`src/rtl/chdr_pkt_rr_arbiter_if.sv`:
```
// CHDR fan-in bundle: per-port input streams plus the shared output stream.
// The arbiter takes the slave view; the upstream/downstream side takes master.
interface chdr_pkt_rr_arbiter_if #(
    parameter int NUM_PORTS = 4,
    parameter int PW        = 3
);
    logic [64*NUM_PORTS-1:0] i_tdata;
    logic [NUM_PORTS-1:0]    i_tlast;
    logic [NUM_PORTS-1:0]    i_tvalid;
    logic [NUM_PORTS-1:0]    i_tready;
    logic [63:0]             o_tdata;
    logic                    o_tlast;
    logic                    o_tvalid;
    logic                    o_tready;
    logic [PW-1:0]           o_port;

    modport slave (
        input  i_tdata, i_tlast, i_tvalid,
        output i_tready,
        output o_tdata, o_tlast, o_tvalid, o_port,
        input  o_tready
    );

    modport master (
        output i_tdata, i_tlast, i_tvalid,
        input  i_tready,
        input  o_tdata, o_tlast, o_tvalid, o_port,
        output o_tready
    );
endinterface

```
`src/rtl/chdr_pkt_rr_arbiter.sv`:
```
// Packet-atomic round-robin arbiter: grants at packet boundaries, holds
// the grant until the tlast handshake, zero-latency mux while passing.
module chdr_pkt_rr_arbiter #(
    parameter int BASE      = 0,
    parameter int NUM_PORTS = 4,
    parameter int PW        = 3
) (
    input  logic                  clk,
    input  logic                  rst,
    chdr_pkt_rr_arbiter_if.slave  bus,
    input  logic                  set_stb,
    input  logic [7:0]            set_addr,
    input  logic [31:0]           set_data,
    output logic [31:0]           debug
);
    typedef enum logic [1:0] {
        IDLE = 2'd0,
        PASS = 2'd1
    } state_e;

    state_e               state_q, state_d;
    logic [PW-1:0]        grant_q, grant_d;
    logic [PW-1:0]        last_q, last_d;
    logic [15:0]          cnt_q, cnt_d;
    logic [NUM_PORTS-1:0] mask_q;
    logic [NUM_PORTS-1:0] req;
    logic [PW-1:0]        pick;
    logic                 found;
    logic                 sel_valid;
    logic                 sel_last;
    logic [63:0]          sel_data;
    logic                 unused_set;

    assign unused_set = ^set_data[31:NUM_PORTS];

    always_ff @(posedge clk) begin
        if (rst) begin
            state_q <= IDLE;
            grant_q <= '0;
            last_q  <= PW'(NUM_PORTS - 1);
            cnt_q   <= '0;
            mask_q  <= '1;
        end else begin
            state_q <= state_d;
            grant_q <= grant_d;
            last_q  <= last_d;
            cnt_q   <= cnt_d;
            if (set_stb && set_addr == 8'(BASE))
                mask_q <= set_data[NUM_PORTS-1:0];
        end
    end

    // Search order starts one past the last winner, so the search only
    // ever yields indices below NUM_PORTS.
    always_comb begin
        req   = bus.i_tvalid & mask_q;
        found = 1'b0;
        pick  = '0;
        for (int i = 1; i <= NUM_PORTS; i++) begin
            for (int k = 0; k < NUM_PORTS; k++) begin
                if (!found && req[k] &&
                    ((int'(last_q) + i) % NUM_PORTS) == k) begin
                    found = 1'b1;
                    pick  = PW'(k);
                end
            end
        end
    end

    always_comb begin
        sel_valid = 1'b0;
        sel_last  = 1'b0;
        sel_data  = '0;
        for (int k = 0; k < NUM_PORTS; k++) begin
            if (grant_q == PW'(k)) begin
                sel_valid = bus.i_tvalid[k];
                sel_last  = bus.i_tlast[k];
                sel_data  = bus.i_tdata[64*k +: 64];
            end
        end
    end

    always_comb begin
        state_d      = state_q;
        grant_d      = grant_q;
        last_d       = last_q;
        cnt_d        = cnt_q;
        bus.o_tvalid = 1'b0;
        bus.o_tlast  = 1'b0;
        bus.o_tdata  = '0;
        bus.i_tready = '0;
        case (state_q)
            IDLE: begin
                if (found) begin
                    grant_d = pick;
                    state_d = PASS;
                end
            end
            PASS: begin
                bus.o_tvalid = sel_valid;
                bus.o_tlast  = sel_last;
                bus.o_tdata  = sel_data;
                for (int k = 0; k < NUM_PORTS; k++)
                    if (grant_q == PW'(k))
                        bus.i_tready[k] = bus.o_tready;
                if (sel_valid && bus.o_tready && sel_last) begin
                    last_d  = grant_q;
                    cnt_d   = cnt_q + 16'd1;
                    state_d = IDLE;
                end
            end
            default: state_d = IDLE;
        endcase
    end

    assign bus.o_port = grant_q;
    assign debug = {state_q, 3'b000, 3'(grant_q), 8'(mask_q), cnt_q};
endmodule

```
`src/flat_wrapper.sv`:
```
// flat-port wrapper written by rule: the top's interface ports become plain ports
module chdr_pkt_rr_arbiter_flat 
#(
    parameter int BASE      = 0,
    parameter int NUM_PORTS = 4,
    parameter int PW        = 3
)
  (clk, rst, set_stb, set_addr, set_data, debug, bus_i_tdata, bus_i_tlast, bus_i_tvalid, bus_i_tready, bus_o_tdata, bus_o_tlast, bus_o_tvalid, bus_o_port, bus_o_tready);
  chdr_pkt_rr_arbiter_if #(.NUM_PORTS(NUM_PORTS), .PW(PW)) bus_i ();
  input  logic clk;
  input  logic rst;
  input  logic set_stb;
  input  logic [7:0] set_addr;
  input  logic [31:0] set_data;
  output logic [31:0] debug;
  input wire logic [$bits(bus_i.i_tdata)-1:0] bus_i_tdata;
  input wire logic [$bits(bus_i.i_tlast)-1:0] bus_i_tlast;
  input wire logic [$bits(bus_i.i_tvalid)-1:0] bus_i_tvalid;
  output wire logic [$bits(bus_i.i_tready)-1:0] bus_i_tready;
  output wire logic [$bits(bus_i.o_tdata)-1:0] bus_o_tdata;
  output wire logic [$bits(bus_i.o_tlast)-1:0] bus_o_tlast;
  output wire logic [$bits(bus_i.o_tvalid)-1:0] bus_o_tvalid;
  output wire logic [$bits(bus_i.o_port)-1:0] bus_o_port;
  input wire logic [$bits(bus_i.o_tready)-1:0] bus_o_tready;
  assign bus_i.i_tdata = bus_i_tdata;
  assign bus_i.i_tlast = bus_i_tlast;
  assign bus_i.i_tvalid = bus_i_tvalid;
  assign bus_i_tready = bus_i.i_tready;
  assign bus_o_tdata = bus_i.o_tdata;
  assign bus_o_tlast = bus_i.o_tlast;
  assign bus_o_tvalid = bus_i.o_tvalid;
  assign bus_o_port = bus_i.o_port;
  assign bus_i.o_tready = bus_o_tready;
  chdr_pkt_rr_arbiter #(.BASE(BASE), .NUM_PORTS(NUM_PORTS), .PW(PW)) u_core (.clk(clk), .rst(rst), .bus(bus_i), .set_stb(set_stb), .set_addr(set_addr), .set_data(set_data), .debug(debug));
endmodule
```
`config.mk`:
```
export PLATFORM = sky130hd
export DESIGN_NAME = chdr_pkt_rr_arbiter_flat
export DESIGN_NICKNAME = d
export VERILOG_FILES = /design/src/rtl/chdr_pkt_rr_arbiter_if.sv /design/src/rtl/chdr_pkt_rr_arbiter.sv /design/src/flat_wrapper.sv
export SDC_FILE = /design/constraint.sdc
export NUM_CORES = 1
export LEC_CHECK = 0
export ABC_AREA = 1
export BUFFER_PORTS_ARGS = -buffer_cell sky130_fd_sc_hd__buf_2
export CAP_MARGIN = 30
export CELL_PAD_IN_SITES_DETAIL_PLACEMENT = 1
export CELL_PAD_IN_SITES_GLOBAL_PLACEMENT = 1
export CORE_AREA = 2 2 159 161
export DETAILED_ROUTE_END_ITERATION = 7
export DIE_AREA = 0 0 161 163
export PLACE_DENSITY = 0.62
export SLEW_MARGIN = 20
export SYNTH_ARGS = -nofsm -noshare
export SYNTH_HDL_FRONTEND = slang
export SYNTH_SLANG_ARGS = --single-unit
```
`constraint.sdc`:
```
create_clock -name clk -period 3.7 [get_ports clk]
set_input_delay 0.555 -clock clk [delete_from_list [all_inputs] [get_ports clk]]
set_output_delay 0.555 -clock clk [all_outputs]
set_load 0.03 [all_outputs]
```
== Word level (Yosys, flattened, before mapping) ==
Cells that the tools add are included.

* Flip-flop bits (word level): 26

* Bitwise logic cells: 5
* $add $sub $neg: 5
* Equality and inequality tests: 18
* Reduce and logical (&&, ||, !) cells: 63
* Multiplexer cells: 54

{| class="wikitable"
|+ Operator list
! operator !! count
|-
| $mux W64 || 5
|-
| $logic_not A32 Y1 || 4
|-
| $logic_and A1 B1 Y1 || 34
|-
| $mux W2 || 16
|-
| $mux W1 || 31
|-
| $eq A3 B3 Y1 const B || 8
|-
| $add A16 B1 Y16 const B || 1
|-
| $logic_not A1 Y1 || 15
|-
| $eq A3 B2 Y1 const B || 4
|-
| $logic_not A8 Y1 || 1
|-
| $reduce_or A2 Y1 || 4
|-
| $reduce_and A2 Y1 || 3
|-
| $add A2 B1 Y2 const B || 2
|-
| $add A2 B2 Y2 const B || 2
|-
| $and A1 B1 Y1 const A || 4
|-
| $and A4 B4 Y4 || 1
|-
| $eq A2 B1 Y1 const B || 2
|-
| $eq A2 B2 Y1 const B || 2
|-
| $mux W4 || 1
|-
| $ne A2 B1 Y1 const B || 2
|-
| $pmux W2 S2 || 1
|-
| $logic_not A3 Y1 || 1
|-
| $logic_not A2 Y1 || 1
|}

== Logic depth before layout (Yosys ltp) ==
Gate-level depths: netlist of run 1.

* Depth in word-level cells: 68
* Depth in mapped cells: 16

== Worst setup path after synthesis of run 1 ==
Ideal clock, no wire load.

* Kind: reg2out
* From: register u_core.grant_q[0] (netlist: u_core.bus.o_port[0])
* To: output port bus_o_tdata[51]
* Path slack: 1.239 ns
* Required time: 3.145 ns
* Stages on the path, launching flop included: 7
* Data arrival time: 1.906 ns
* Path through: dfxtp_1 -> buf_2 -> nor2_1 -> inv_2 -> buf_1 -> o221ai_1 -> a21oi_1

* Word-level cells in the longest chain between the ends: 6
* Elaborated cells on any way between the ends: 9
* Classes of those cells: 3 x eq/ne; 5 x mux; 1 x reduce/logical

{| class="wikitable"
|+ Ends and longest elaborated chain
! what !! RTL line !! source
|-
| start: declaration || chdr_pkt_rr_arbiter.sv:22 || <nowiki>logic [PW-1:0] grant_q, grant_d;</nowiki>
|-
| start signal: assignment || chdr_pkt_rr_arbiter.sv:45 || <nowiki>grant_q <= grant_d;</nowiki>
|-
| $logic_not A3 Y1 || chdr_pkt_rr_arbiter.sv:75 || <nowiki>if (grant_q == PW'(k)) begin</nowiki>
|-
| $mux W64 (3 in a row) || chdr_pkt_rr_arbiter.sv:75 ||
|-
| $mux W64 (*) || chdr_pkt_rr_arbiter.sv:75 ||
|-
| $mux W64 (*) || chdr_pkt_rr_arbiter.sv:92 || <nowiki>case (state_q)</nowiki>
|-
| end: declaration || flat_wrapper.sv:20 || <nowiki>output wire logic [$bits(bus_i.o_tdata)-1:0] bus_o_tdata;</nowiki>
|}

Mark *: on every way between the ends. The rest lies on a longest branch, timed or not.

== Worst setup path in the final report of run 1 ==
* From: register u_core.grant_q[1] (netlist: u_core.bus.o_port[1])
* To: output port bus_o_tdata[53]

The elaborated chain is that of the path after synthesis.

==> impl_results.md, run 1 <==
* Switching power of the nets at 0.7998 mW
* Pins Over Slew Limit at 0
* Register Area at 504.2 µm²
* Effective utilization at floorplan at 14.39%
* Unique cell type count in the Yosys netlist at 34
* Number of top-level pins at 413
* Die ar. at 26240 µm²
* Register-to-register path setup slack at 1.02 ns
* Combinational power share at 64.2%
* Arrival time at the worst endpoint at 2.66 ns
* Placed Cells incl. Taps at 1329
* Series of cell instances along the critical path: inv_1 > nor2_1 > inv_2 > o22ai_1 > o21ai_0 > o21ai_0 > nor2_1 > buf_2
* CTS tree: done
* TritonCTS Sinks at 25
* Clock network fraction of design power at 16.1%
* Vias per inst at 4.406
* Critical path capture point type: primary output
* Data required time at the worst endpoint at 3.14 ns
* Cell area after synthesis at 3550 µm²
* Nets at 1313
* Leak pwr at 3.320 nW
* Most common library cell in the layout ignoring fill and taps: sky130_fd_sc_hd__buf_2
* Number of placement rows at 58
* Post CTS Setup Buffer Count at 0
* Maximum number of pins on one net before global-route repair at 49
* Resized Gates After CTS at 0
* Buffer levels on the longest clock path at 2
* First-pass GRT wire length at 33110 µm
* Critical hold path startpoint: u_core.cnt_q[12]$_SDFFE_PP0P_
* Maximum vdd drop at 0.0001477 V
* Synthesized netlist cell count at 657
* DR top layer: met5
* Setup violators final at 0
* Most frequent cells in the layout: sky130_fd_sc_hd__buf_2, sky130_fd_sc_hd__nand2_1, sky130_fd_sc_hd__nor2_1
* Sequential fraction of design power at 19.7%
* Design internal power at 0.7665 mW
* Top_reg_cell synth: sky130_fd_sc_hd__dfxtp_1
* DR DRC count at 0
* Minimum hold slack at 0.4938 ns
* Met3 routed WL at 1444 µm
* Clock latency at the later pin of the worst-skew pair at 0.27 ns
* Part of the Yosys area used for sequential elements at 14.10%
* CTS root buffer: sky130_fd_sc_hd__clkbuf_16
* Combined global-route utilization of all metal layers at 15.67%
* Clock input transition at the sequential cells of the worst setup and hold paths at 0.07 ns
* Remaining global-route overflow at 0
* Transition at the pin with the smallest max-transition slack at 0.8598 ns
* Antenna diodes at 0
* Routed vias at 5873
* Share of async-settable or async-resettable flops after synthesis at 0%
* Met2 wire length at 10360 µm
* Remaining max-slew budget at the tightest pin at 42.61%
* P per Cell Area at 269.8 nW/µm²
* Total length of routed wires at 22090 µm
* Cell type with the largest total area after synthesis: sky130_fd_sc_hd__nand2_1
* Final clock skew at 0.01122 ns
* Maximum Capacitance Violations at 0
* Largest driver fanout on the critical path at 33
* Top cells by area, synth: sky130_fd_sc_hd__nand2_1, sky130_fd_sc_hd__dfxtp_1, sky130_fd_sc_hd__nor2_1
* Count of endpoints failing hold in the final timing report at 0
* First drt pass iteration count at 4
* Area share of the largest cell type after synthesis at 15.97%
* Worst setup path endpoint: bus_o_tdata[53]
* Growth of design area from synthesis to finish at 63.55%
* FF-to-FF path depth at 15
* Detail Placement HPWL at 17660 µm
* Path class of the lowest-slack min-delay path: flop to flop
* DIE HEIGHT at 163 µm
* Global placement routability congestion at 0.8162
* Switching power share of the total at 51.06%
* Critical-path top delay cell: sky130_fd_sc_hd__dfxtp_2
* Iteration-0 DRC count of the detailed router at 345
* Critical register-to-register path endpoint: u_core.cnt_q[15]$_SDFFE_PP0P_
* Final total negative setup slack at 0 ns
* Worst setup SP type: flop
* Number of flops mapped to enable cells by yosys at 0
* Inserted Clock Buffers at 3
* Result of the run: completed
* Setup repair after global routing missed its margin: false
* Area of the core region at 24670 µm²
* Power Total at 1.566 mW
* Number of port buffers at 374
* Final Instance Count excl. Fillers at 1333
* Flops & latches, synth at 25
* Number of global-route vias before repair at 5896
* FF-to-FF Start: u_core.bus.o_port[0]$_SDFFE_PP0P_
* Post-route antenna net violation count at 0
* Fillcell total at 3314
* Hold-fix buffers at CTS at 0
* Synth warnings at 0
* Per-cell routed wire length at 16.57 µm
* Minimum clock period after layout at 3.211 ns
* Slowest stage delay, CP at 0.79 ns
* Multi-input combinational cell area at 2566 µm²
* Fin crit share at 86.78%
* Beginning of the critical path: u_core.bus.o_port[1]$_SDFFE_PP0P_
* Fraction of layout instances using a drive strength above 1 at 40.78%
* Wire length on met1 at 10110 µm
* Maximum achievable frequency at 311.4 MHz
* Htree depth at 1
* Post-Route Utilization at 23.53%
* Post-Syn Area per Cell at 5.403 µm²
* Worst setup path class: flop to primary output
* Die boundary width at 161 µm
* Number of antenna violations at the first check in global routing at 1
## synth_stat cells, types with 3 or more instances
master	count
sky130_fd_sc_hd__o211ai_1	33
sky130_fd_sc_hd__dfxtp_1	25
sky130_fd_sc_hd__o21a_1	5
sky130_fd_sc_hd__inv_2	6
sky130_fd_sc_hd__o221ai_1	25
sky130_fd_sc_hd__o22ai_1	6
sky130_fd_sc_hd__a21oi_1	40
sky130_fd_sc_hd__clkbuf_1	36
sky130_fd_sc_hd__nor3_1	8
sky130_fd_sc_hd__nand2_4	3
sky130_fd_sc_hd__buf_1	3
sky130_fd_sc_hd__nand4_1	16
sky130_fd_sc_hd__nor4_1	3
sky130_fd_sc_hd__nand3_1	45
sky130_fd_sc_hd__nor2_1	97
sky130_fd_sc_hd__buf_4	12
sky130_fd_sc_hd__nand2_1	151
sky130_fd_sc_hd__o21ai_0	56
sky130_fd_sc_hd__inv_1	68
## cell type report
class,count,area share [%]
sequential,25,8.685
tap,330,7.112
multi-input combinational,514,44.20
clock buffer,3,1.293
timing repair buffer,386,33.79
inverter,74,4.784
clock inverter,1,0.1293
## power groups by stage
stage	clock network (mW)	logic (mW)	registers, mW
global route	0.271	1.11	0.312
global placement	0	1.01	0.316
finish	0.253	1.01	0.308
detailed placement	0	1.01	0.316
CTS	0.259	1.02	0.309
floorplan	0	0.622	0.299
## state kept, by name (all words and copies together) (netlist names)
name	count
u_core.state_q	1
u_core.bus.o_port	2
u_core.cnt_q	16
u_core.last_q	2
u_core.mask_q	4
## worst max-delay path: cells and delay by family (launching register included)
kind / cells / cell delay [ns]
AO/OA/AOI/OAI: 3 / 0.56
buffers and inverters: 3 / 0.77
flip-flops: 1 / 0.79
AND/OR/NAND/NOR: 2 / 0.24
## kinds of logic (layout without fill, tap and decap cells)
| group | count (synthesis) | count (layout) | synth area share [%] |
|---|---|---|---|
| compound gates | 170 | 170 | 29.72 |
| other cells | 1 | 10 | 0.1056 |
| simple gates | 332 | 332 | 40.71 |
| buf+inv | 127 | 464 | 14.77 |
| xor+xnor | 1 | 1 | 0.2468 |
| fa+ha+maj | 1 | 1 | 0.3524 |
| flops | 25 | 25 | 14.10 |
## stage by stage
stage | worst slack [ns] | cell area [µm²]
2_1_floorplan | 1.239 | 3583
3_3_place_gp | 0.7407 | 5723
3_5_place_dp | 0.7239 | 5723
4_1_cts | 0.4480 | 5806
5_1_grt | 0.1841 | 5806
6_report | 0.4891 | 5806
## metal layers
metal,track usage [%],vias up
met5,0,-
met4,1.502,2
met3,2.470,16
met2,27.10,233
met1,21.28,2723
li1,-,2899
## how the worst min path moves through the flow
stage | end | depth (start not counted)
CTS | u_core.cnt_q[12]$_SDFFE_PP0P_ | 2
global route | u_core.mask_q[0]$_SDFFE_PP1P_ | 2
finish | u_core.cnt_q[12]$_SDFFE_PP0P_ | 2
detailed placement | u_core.cnt_q[12]$_SDFFE_PP0P_ | 2
global placement | u_core.cnt_q[12]$_SDFFE_PP0P_ | 2
floorplan | u_core.last_q[0]$_SDFFE_PP1P_ | 2
(Power assumes the default switching activity.)
==> run 2: changes to the inputs <==
ABC_AREA = not set   (was 1)
CAP_MARGIN = 20   (was 30)
CORE_AREA = 2 2 161 163   (was 2 2 159 161)
DIE_AREA = 0 0 163 165   (was 0 0 161 163)
PLACE_DENSITY = 0.54   (was 0.62)
==> run 2 against run 1 <==
Against the previous run: critical endpoint is now bus_o_tdata[34]; total power shrank 9.9%; clock-buffer cell count did not move; wire length down 9.1%; sequential power shrank 2%; clock skew is 0.0024 ns lower; critical path type unchanged; hold slack gained 0.036 ns; design area decreased by 1.3%.
==> impl_results.md, run 2 <==
* Top_reg_cell synth: sky130_fd_sc_hd__dfxtp_1
* Combinational power share at 60.5% (-3.7 points)
* Fillcell total at 3065 (-7.5%)
* Part of the Yosys area used for sequential elements at 14.35% (+0.25 points)
* Setup violators final at 0 (unchanged)
* Cell type with the largest total area after synthesis: sky130_fd_sc_hd__mux4_2
* Critical register-to-register path endpoint: u_core.last_q[1]$_SDFFE_PP1P_
* Post-Route Utilization at 22.88% (-0.65 points)
* Power Total at 1.412 mW (-9.9%)
* Post-Syn Area per Cell at 10.32 µm² (+91%)
* Switching power share of the total at 42.33% (-8.7 points)
* Setup repair after global routing missed its margin: false
* DIE HEIGHT at 165 µm (+1.2%)
* Vias per inst at 4.239 (-3.8%)
* Global placement routability congestion at 0.8002 (-2.0%)
* Clock input transition at the sequential cells of the worst setup and hold paths at 0.07 ns (about the same)
* Resized Gates After CTS at 0 (unchanged)
* Post CTS Setup Buffer Count at 0 (unchanged)
* Final Instance Count excl. Fillers at 1025 (-23%)
* Pins Over Slew Limit at 0 (unchanged)
* Growth of design area from synthesis to finish at 64.24%
* Worst setup path class: flop to primary output
* Htree depth at 1 (unchanged)
* Inserted Clock Buffers at 3 (unchanged)
* Count leader, synth: sky130_fd_sc_hd__and2_1
* Per-cell routed wire length at 19.58 µm (+18%)
* Total length of routed wires at 20070 µm (-9.1%)
* FF-to-FF Start: u_core.bus.o_port[1]$_SDFFE_PP0P_
* Die boundary width at 163 µm (+1.2%)
* Post-route antenna net violation count at 0 (unchanged)
* CTS root buffer: sky130_fd_sc_hd__clkbuf_16
* Number of flip-flops under the largest register name at 16 (unchanged)
* DR DRC count at 0 (unchanged)
* Unique cell type count in the Yosys netlist at 45 (+32%)
* Minimum hold slack at 0.5298 ns (+0.03603 ns)
* Number of antenna violations at the first check in global routing at 13 (+12)
* Fraction of layout instances using a drive strength above 1 at 67.15% (+26 points)
* Largest driver fanout on the critical path at 39 (+18%)
* Transition at the pin with the smallest max-transition slack at 0.6915 ns (-0.1683 ns)
* Nets at 998 (-24%)
* Remaining max-slew budget at the tightest pin at 52.58% (+10 points)
* Die ar. at 26900 µm² (+2.5%)
* Number of placement rows at 58 (unchanged)
* Number of global-route vias before repair at 4390 (-26%)
* Number of flops mapped to enable cells by yosys at 0 (unchanged)
* Critical path capture point type: primary output
* Critical hold path startpoint: u_core.cnt_q[12]$_SDFFE_PP0P_
* Arrival time at the worst endpoint at 2.20 ns (-0.46 ns)
* Path class of the lowest-slack min-delay path: flop to flop
* Buffer levels on the longest clock path at 2 (unchanged)
* Beginning of the critical path: u_core.bus.o_port[1]$_SDFFE_PP0P_
* Largest registers: u_core.cnt_q (16), u_core.mask_q (4)
* Final total negative setup slack at 0 ns (unchanged)
* Count of endpoints failing hold in the final timing report at 0 (unchanged)
* Most used standard cells in the synthesized netlist: sky130_fd_sc_hd__and2_1, sky130_fd_sc_hd__mux4_2, sky130_fd_sc_hd__dfxtp_1, sky130_fd_sc_hd__nor2_1, sky130_fd_sc_hd__clkbuf_1
* Hold worst-path end: u_core.cnt_q[12]$_SDFFE_PP0P_
* Iteration-0 DRC count of the detailed router at 181 (-48%)
* Clock network fraction of design power at 18.0% (+1.9 points)
* Leak pwr at 2.692 nW (-19%)
* Hold Path Cell Cnt at 2 (unchanged)
* Cell area after synthesis at 3488 µm² (-1.7%)
* Maximum number of pins on one net before global-route repair at 42 (-14%)
* Data required time at the worst endpoint at 3.14 ns (about the same)
* Most frequent cells in the layout: sky130_fd_sc_hd__buf_2, sky130_fd_sc_hd__and2_1, sky130_fd_sc_hd__mux4_2
* Share of async-settable or async-resettable flops after synthesis at 0% (unchanged)
* Top cells by area, synth: sky130_fd_sc_hd__mux4_2, sky130_fd_sc_hd__dfxtp_1, sky130_fd_sc_hd__and2_1
* Min setup slack post-route at 0.9455 ns (+0.4564 ns)
* Top reg by flops: u_core.cnt_q
* P per Cell Area at 246.4 nW/µm² (-8.7%)
* Combined global-route utilization of all metal layers at 13.70% (-2.0 points)
* Design internal power at 0.8142 mW (+6.2%)
* Number of port buffers at 374 (unchanged)
* Register-to-register path setup slack at 1.29 ns (+0.27 ns)
* Maximum vdd drop at 0.0001091 V (-26%)
* Effective utilization at floorplan at 13.93% (-0.45 points)
* Final instance area at 5729 µm² (-1.3%)
* Maximum achievable frequency at 363.0 MHz (+17%)
* Placed instance area at 5632 µm² (-1.6%)
* Result of the run: completed
* TritonCTS Sinks at 25 (unchanged)
* Maximum Capacitance Violations at 0 (unchanged)
* Worst setup SP type: flop
* FF-to-FF path depth at 4 (-11)
* Clock latency at the later pin of the worst-skew pair at 0.27 ns (about the same)
* CTS tree: done
* First-pass GRT wire length at 27860 µm (-16%)
* Remaining global-route overflow at 0 (unchanged)
* Detail Placement HPWL at 16910 µm (-4.2%)
* Fin crit share at 74.45% (-12 points)
* Flops & latches, synth at 25 (unchanged)
* Final clock skew at 0.008796 ns (-0.002428 ns)
* Area of the core region at 25040 µm² (+1.5%)
* Synth warnings at 0 (unchanged)
* Number of top-level pins at 413 (unchanged)
* Area share of the largest cell type after synthesis at 41.32% (+25 points)
* Sequential fraction of design power at 21.5% (+1.8 points)
* Synthesized netlist cell count at 338 (-49%)
* Placed Cells incl. Taps at 1014 (-24%)
* Switching power of the nets at 0.5975 mW (-25%)
* Worst slack at placement at 1.143 ns (+0.4186 ns)
* Minimum clock period after layout at 2.754 ns (-0.4564 ns)
* First drt pass iteration count at 4 (unchanged)
* Most common library cell in the layout ignoring fill and taps: sky130_fd_sc_hd__buf_2
* Routed vias at 4345 (-26%)
* Hold-fix buffers at CTS at 0 (unchanged)
[run 2: critical path: stages, from the launching register on]
cell	delay (ns)
sky130_fd_sc_hd__dfxtp_4	0.59
sky130_fd_sc_hd__buf_4	0.54
sky130_fd_sc_hd__mux4_2	0.42
sky130_fd_sc_hd__and2_1	0.18
sky130_fd_sc_hd__buf_2	0.17
[run 2: per-layer routing]
metal | global-route usage (%) | part of all wire (%) | vias to the layer above
li1 | - | - | 2019
met1 | 16.68 | 40 | 2103
met2 | 23.96 | 50 | 188
met3 | 4.219 | 8.7 | 21
met4 | 2.574 | 0.80 | 14
met5 | 0 | 0.45 | -
[run 2: kinds of logic (layout without fill, tap and decap cells)]
logic type | after synthesis | after routing | share of synthesized area [%]
AO/OA/AOI/OAI | 50 | 50 | 10.58
adder cells (fa/ha/maj) | 1 | 1 | 0.3586
buffers and inverters | 53 | 394 | 7.891
flip-flops | 25 | 25 | 14.35
multiplexers | 74 | 74 | 44.37
other | 1 | 17 | 0.1075
AND/OR/NAND/NOR | 134 | 134 | 22.35
[run 2: cell type report]
type | count | area (µm²) | share of cell area (%)
Multi-Input combinational cell | 269 | 2746 | 47.94
Timing Repair Buffer | 379 | 1922 | 33.54
Sequential cell | 25 | 509.2 | 8.888
Tap cell | 330 | 412.9 | 7.207
Clock buffer | 3 | 75.07 | 1.310
Inverter | 11 | 41.29 | 0.7207
Antenna cell | 7 | 17.52 | 0.3057
Clock inverter | 1 | 5.005 | 0.08736
[run 2: worst max-delay path by stage]
stage | to | slack, ns | cells past startpoint
after CTS | bus_o_tdata[0] | 0.87 | 4
final | bus_o_tdata[34] | 0.95 | 4
after floorplan | bus_o_tdata[47] | 1.12 | 5
after detailed placement | bus_o_tdata[36] | 1.14 | 4
after global placement | bus_o_tdata[36] | 1.17 | 4
after global routing | bus_o_tdata[0] | 0.82 | 4
[run 2: power by group through the flow]
stage	Clock (mW)	Sequential (mW)	Combinational [mW]
detailed placement	0	0.312	0.864
floorplan	0	0.295	0.569
finish	0.255	0.303	0.854
global route	0.275	0.307	0.917
CTS	0.266	0.306	0.871
global placement	0	0.312	0.861
